===== config.mk =====
export PLATFORM = sky130hd
export DESIGN_NAME = vec_feeder
export DESIGN_NICKNAME = d
export VERILOG_FILES = /design/src/rtl/vec_feeder.sv
export SDC_FILE = /design/constraint.sdc
export NUM_CORES = 1
export LEC_CHECK = 0
export CAP_MARGIN = 10
export CORE_MARGIN = 2
export CORE_UTILIZATION = 50
export DETAILED_ROUTE_END_ITERATION = 10
export HOLD_SLACK_MARGIN = 0.02
export PLACE_DENSITY_LB_ADDON = 0.1
export SETUP_SLACK_MARGIN = 0.4
export SLEW_MARGIN = 5
export SYNTH_ARGS = -nofsm -noshare
export SYNTH_HDL_FRONTEND = slang
export SYNTH_SLANG_ARGS = --single-unit

===== constraint.sdc =====
create_clock -name clk -period 6.25 [get_ports clk]
set_clock_uncertainty 0.2 [all_clocks]
set_input_delay 1.5625 -clock clk [delete_from_list [all_inputs] [get_ports clk]]
set_output_delay 1.5625 -clock clk [all_outputs]
set_load 0.05 [all_outputs]

===== src/rtl/vec_feeder.sv =====
// Serial-to-parallel packer feeding vec_mul: collects (x, k) pairs into C-lane vectors,
// buffers up to two complete vectors, and tags the vec_mul result cycles via a delay line.
module vec_feeder #(
    parameter int C       = 16,
    parameter int W_X     = 8,
    parameter int W_K     = 8,
    parameter int LATENCY = $clog2(C) + 1
) (
    input  logic                      clk,
    input  logic                      rstn,
    input  logic                      s_valid,
    output logic                      s_ready,
    input  logic [W_X-1:0]            s_x,
    input  logic [W_K-1:0]            s_k,
    input  logic                      s_last,
    output logic                      m_valid,
    input  logic                      m_ready,
    output logic [C-1:0][W_X-1:0]     m_x,
    output logic [C-1:0][W_K-1:0]     m_k,
    output logic                      m_last,
    output logic                      y_valid,
    output logic                      y_last
);

    localparam int CW = $clog2(C);

    typedef enum logic {FILL, HOLD} state_t;

    state_t                 state_q;
    logic [CW-1:0]          cnt_q;
    logic [C-1:0][W_X-1:0]  fx_q;
    logic [C-1:0][W_K-1:0]  fk_q;
    logic                   hold_last_q;

    logic                   m_valid_q;
    logic [C-1:0][W_X-1:0]  m_x_q;
    logic [C-1:0][W_K-1:0]  m_k_q;
    logic                   m_last_q;

    logic [LATENCY-1:0]     dv_q;
    logic [LATENCY-1:0]     dl_q;

    logic [C-1:0][W_X-1:0]  px_d;
    logic [C-1:0][W_K-1:0]  pk_d;

    logic accept;
    logic complete;
    logic out_free;
    logic xfer;

    assign s_ready  = rstn && (state_q == FILL);
    assign accept   = s_valid && s_ready;
    assign complete = accept && ((cnt_q == CW'(C - 1)) || s_last);
    assign out_free = !m_valid_q || m_ready;
    assign xfer     = m_valid_q && m_ready;

    // Fill buffer with the incoming element merged into lane cnt.
    always_comb begin
        px_d        = fx_q;
        pk_d        = fk_q;
        px_d[cnt_q] = s_x;
        pk_d[cnt_q] = s_k;
    end

    always_ff @(posedge clk) begin
        if (!rstn) begin
            state_q     <= FILL;
            cnt_q       <= '0;
            fx_q        <= '0;
            fk_q        <= '0;
            hold_last_q <= 1'b0;
            m_valid_q   <= 1'b0;
            m_x_q       <= '0;
            m_k_q       <= '0;
            m_last_q    <= 1'b0;
            dv_q        <= '0;
            dl_q        <= '0;
        end else begin
            dv_q[0] <= xfer;
            dl_q[0] <= xfer && m_last_q;
            for (int unsigned i = 1; i < LATENCY; i++) begin
                dv_q[i] <= dv_q[i-1];
                dl_q[i] <= dl_q[i-1];
            end

            // A load below overrides this drain, keeping m_valid high across back-to-back vectors.
            if (xfer) begin
                m_valid_q <= 1'b0;
            end

            case (state_q)
                FILL: begin
                    if (accept) begin
                        if (complete) begin
                            if (out_free) begin
                                m_valid_q <= 1'b1;
                                m_x_q     <= px_d;
                                m_k_q     <= pk_d;
                                m_last_q  <= s_last;
                                fx_q      <= '0;
                                fk_q      <= '0;
                                cnt_q     <= '0;
                            end else begin
                                fx_q        <= px_d;
                                fk_q        <= pk_d;
                                hold_last_q <= s_last;
                                state_q     <= HOLD;
                            end
                        end else begin
                            fx_q  <= px_d;
                            fk_q  <= pk_d;
                            cnt_q <= cnt_q + CW'(1);
                        end
                    end
                end
                HOLD: begin
                    if (out_free) begin
                        m_valid_q <= 1'b1;
                        m_x_q     <= fx_q;
                        m_k_q     <= fk_q;
                        m_last_q  <= hold_last_q;
                        fx_q      <= '0;
                        fk_q      <= '0;
                        cnt_q     <= '0;
                        state_q   <= FILL;
                    end
                end
                default: state_q <= FILL;
            endcase
        end
    end

    assign m_valid = m_valid_q;
    assign m_x     = m_x_q;
    assign m_k     = m_k_q;
    assign m_last  = m_last_q;
    assign y_valid = dv_q[LATENCY-1];
    assign y_last  = dl_q[LATENCY-1];

endmodule

==> results.json <==
{
  "status": "finished, final reports clean",
  "required_ns": 4.49,
  "relSlewSlack": 0.1570,
  "clockBufferDepth": 3,
  "first_global_vias": 14710,
  "gp_congestion": 0.7942,
  "period_share": 0.8092,
  "synth.cell_area_um2": 20320,
  "setup_violations": 0,
  "drtIter0Drc": 827,
  "stdcell_count": 2634,
  "critical_path_buf_inv_count": 4,
  "worstHoldPathType": "reg2reg",
  "seqCellArea_um2": 10610,
  "grtUsageTotal": 0.2574,
  "worstPathCellList": "clkdlybuf4s50_1 > buf_4 > nand2_1 > inv_1 > clkdlybuf4s50_1",
  "viasPerCell": 5.785,
  "place_area_um2": 23140,
  "fillers": 3224,
  "synth_top_area_frac": 0.5222,
  "syn_avg_cell_area_um2": 10.65,
  "final_hold_viol_count": 0,
  "syn_inst": 1907,
  "wire_per_inst_um": 20.97,
  "clkLatencyLatePin_ns": 0.60,
  "cp_top_family": "buffers and inverters",
  "synth_cell_types": 49,
  "cts_tree": "yes",
  "area_delta_synth_final_pct": 23.24,
  "multi_input_area_um2": 8733,
  "yosysTopAreaCell": "dfxtp_1",
  "rows": 73,
  "wl_um": 55230,
  "setup.worst_path.end_class": "output pin",
  "utilization": 0.6273,
  "synthTopCellsByArea": "dfxtp_1, mux2i_1, a22o_1",
  "r2r.worst_path.cells": 4,
  "dp_slack_ns": 1.197,
  "total_power_mw": 7.810,
  "yosys_warnings": 0,
  "async_flop_share": 0,
  "boundaryPins": 282,
  "ir_drop_mv": 0.2296,
  "cts-root-buf": "clkbuf_16",
  "cp_data_arrival_time_ns": 3.29,
  "post_cts_resized": 0,
  "synth_ff_type": "dfxtp_1",
  "ys_seq_area_frac": 0.5222,
  "rsz0062_at_grt": "no",
  "cpMostUsedCell": "clkdlybuf4s50_1",
  "synth_edf_count": 0,
  "worst-path-stages": 5,
  "fin_area_um2": 25040,
  "final.setup.tns_ns": 0,
  "port_buffers": 281,
  "numCtsBuffers": 54,
  "cts_hold_buf": 0,
  "core_region_area_um2": 39910,
  "holdPathStages": 1,
  "drv_cap": 0,
  "synth_fp_nets": 1933,
  "routed-via-count": 15240,
  "ant_nets": 0,
  "dp_hpwl_um": 34650,
  "drive_gt1_frac": 0.07824,
  "leakage_nw": 8.912,
  "cts_sinks": 530,
  "antenna_found_initial": 0,
  "fin_ws_ns": 1.193,
  "final_max_slew_viol_count": 0,
  "die_y_um": 205.6,
  "drc_errors": 0,
  "crit_path_top_delay_cell": "clkdlybuf4s50_1",
  "max_stage_delay_ns": 0.80,
  "htree_levels": 2,
  "floorplan.initialDensity": 0.5090,
  "firstDrtPassIters": 5,
  "hold_ws_ns": 0.2286,
  "cp-start-kind": "input port",
  "critPathKind": "in2out",
  "clk_pin_slew_worst_paths_ns": 0.06,
  "cts_setup_buffers": 0,
  "max_freq_mhz": 197.7,
  "grt_max_degree": 228,
  "power.density_nw_per_um2": 311.9,
  "die_w_um": 205.6,
  "grt_overflow_total": 0,
  "die_area_um2": 42260,
  "synth_seq_cells": 530,
  "tightest_slew_ns": 1.262,
  "final.min_clock_period_ns": 5.057,
  "grt_first_pass_wirelength_um": 85100,
  "fin_nets": 2091,
  "place_inst": 2533,
  "crit_fanout": 20,
  "antenna_cells": 0
}
[state kept, by name, indices dropped and copies added, names as in the netlist, 4 cells and up]
name   count
cnt_q      4
dl_q       5
dv_q       5
fk_q     128
fx_q     128
m_k      128
m_x      128
[metal layers]
metal,part of all wire,global-route usage
met1,0.45,0.3460
met2,0.46,0.4187
met3,0.054,0.04403
met4,0.028,0.08787
met5,0,0
[synthesized netlist by cell type (all sizes together), types with 2 or more instances]
cell type and number:
o32ai 2, and2 13, a21o 3, and3 12
clkbuf 101, a22o 254, o2bb2ai 2, nand3 2
buf 114, o21ai 23, nor3 3, nand2 14
inv 5, nand3b 6, a211oi 256, nand4 5
ha 5, a31oi 3, a21oi 6, dfxtp 530
nand2b 3, mux2i 255, nor2 266, nor4bb 4
nor2b 9
[cell families (layout without fill, tap and decap cells)]
family | count (synthesis) | count (layout) | share of synthesized area
AOI/OAI and AO/OA | 555 | 555 | 0.2207
DFF | 530 | 530 | 0.5222
and+or+nand+nor | 341 | 341 | 0.07581
muxes | 256 | 256 | 0.1262
buffers and inverters | 220 | 422 | 0.05198
adders and majority gates | 5 | 5 | 0.003079
[cells in the final DEF, fill, tap and decap left out, drive strengths merged, types with 2 or more instances in the layout]
cell and n:
nand2b 3, and3 12, clkdlybuf4s50 281, nor4bb 4, o21ai 23, bufinv 7, a21oi 6, clkinvlp 2
nor2 266, dfxtp 530, inv 8, a31oi 3, clkbuf 75, a22o 254, clkinv 13, o2bb2ai 2
nor3 3, nand4 5, ha 5, mux2i 255, nand3b 6, a21o 3, and2 13, buf 36
o32ai 2, a211oi 256, nor2b 9, nand3 2, nand2 14
[worst paths after layout]
check | slack (ns) | from | end
hold reg to reg | 0.23 | dv_q[2]$_SDFF_PN0_ | dv_q[3]$_SDFF_PN0_
setup reg to reg | 2.29 | cnt_q[3]$_SDFFE_PN0P_ | fx_q[91]$_SDFFE_PN0P_
setup / recovery | 1.19 | rstn | s_ready
hold / removal | 0.23 | dv_q[2]$_SDFF_PN0_ | dv_q[3]$_SDFF_PN0_
[where the power goes]
part | switching, mW | internal [mW]
clock | 1.36 | 2.04
sequential | 0.0632 | 3.47
combinational | 0.622 | 0.258
total | 2.04 | 5.77
[cell type report]
cell class                      count  area share
Multi-Input combinational cell   1157      0.3488
Sequential cell                   530      0.4237
Tap cell                          525     0.02623
Inverter                            5    0.001049
Clock buffer                       75     0.06231
Timing Repair Buffer              317      0.1246
Clock inverter                     25     0.01324
Note: power is estimated with default switching activity, not from simulation.
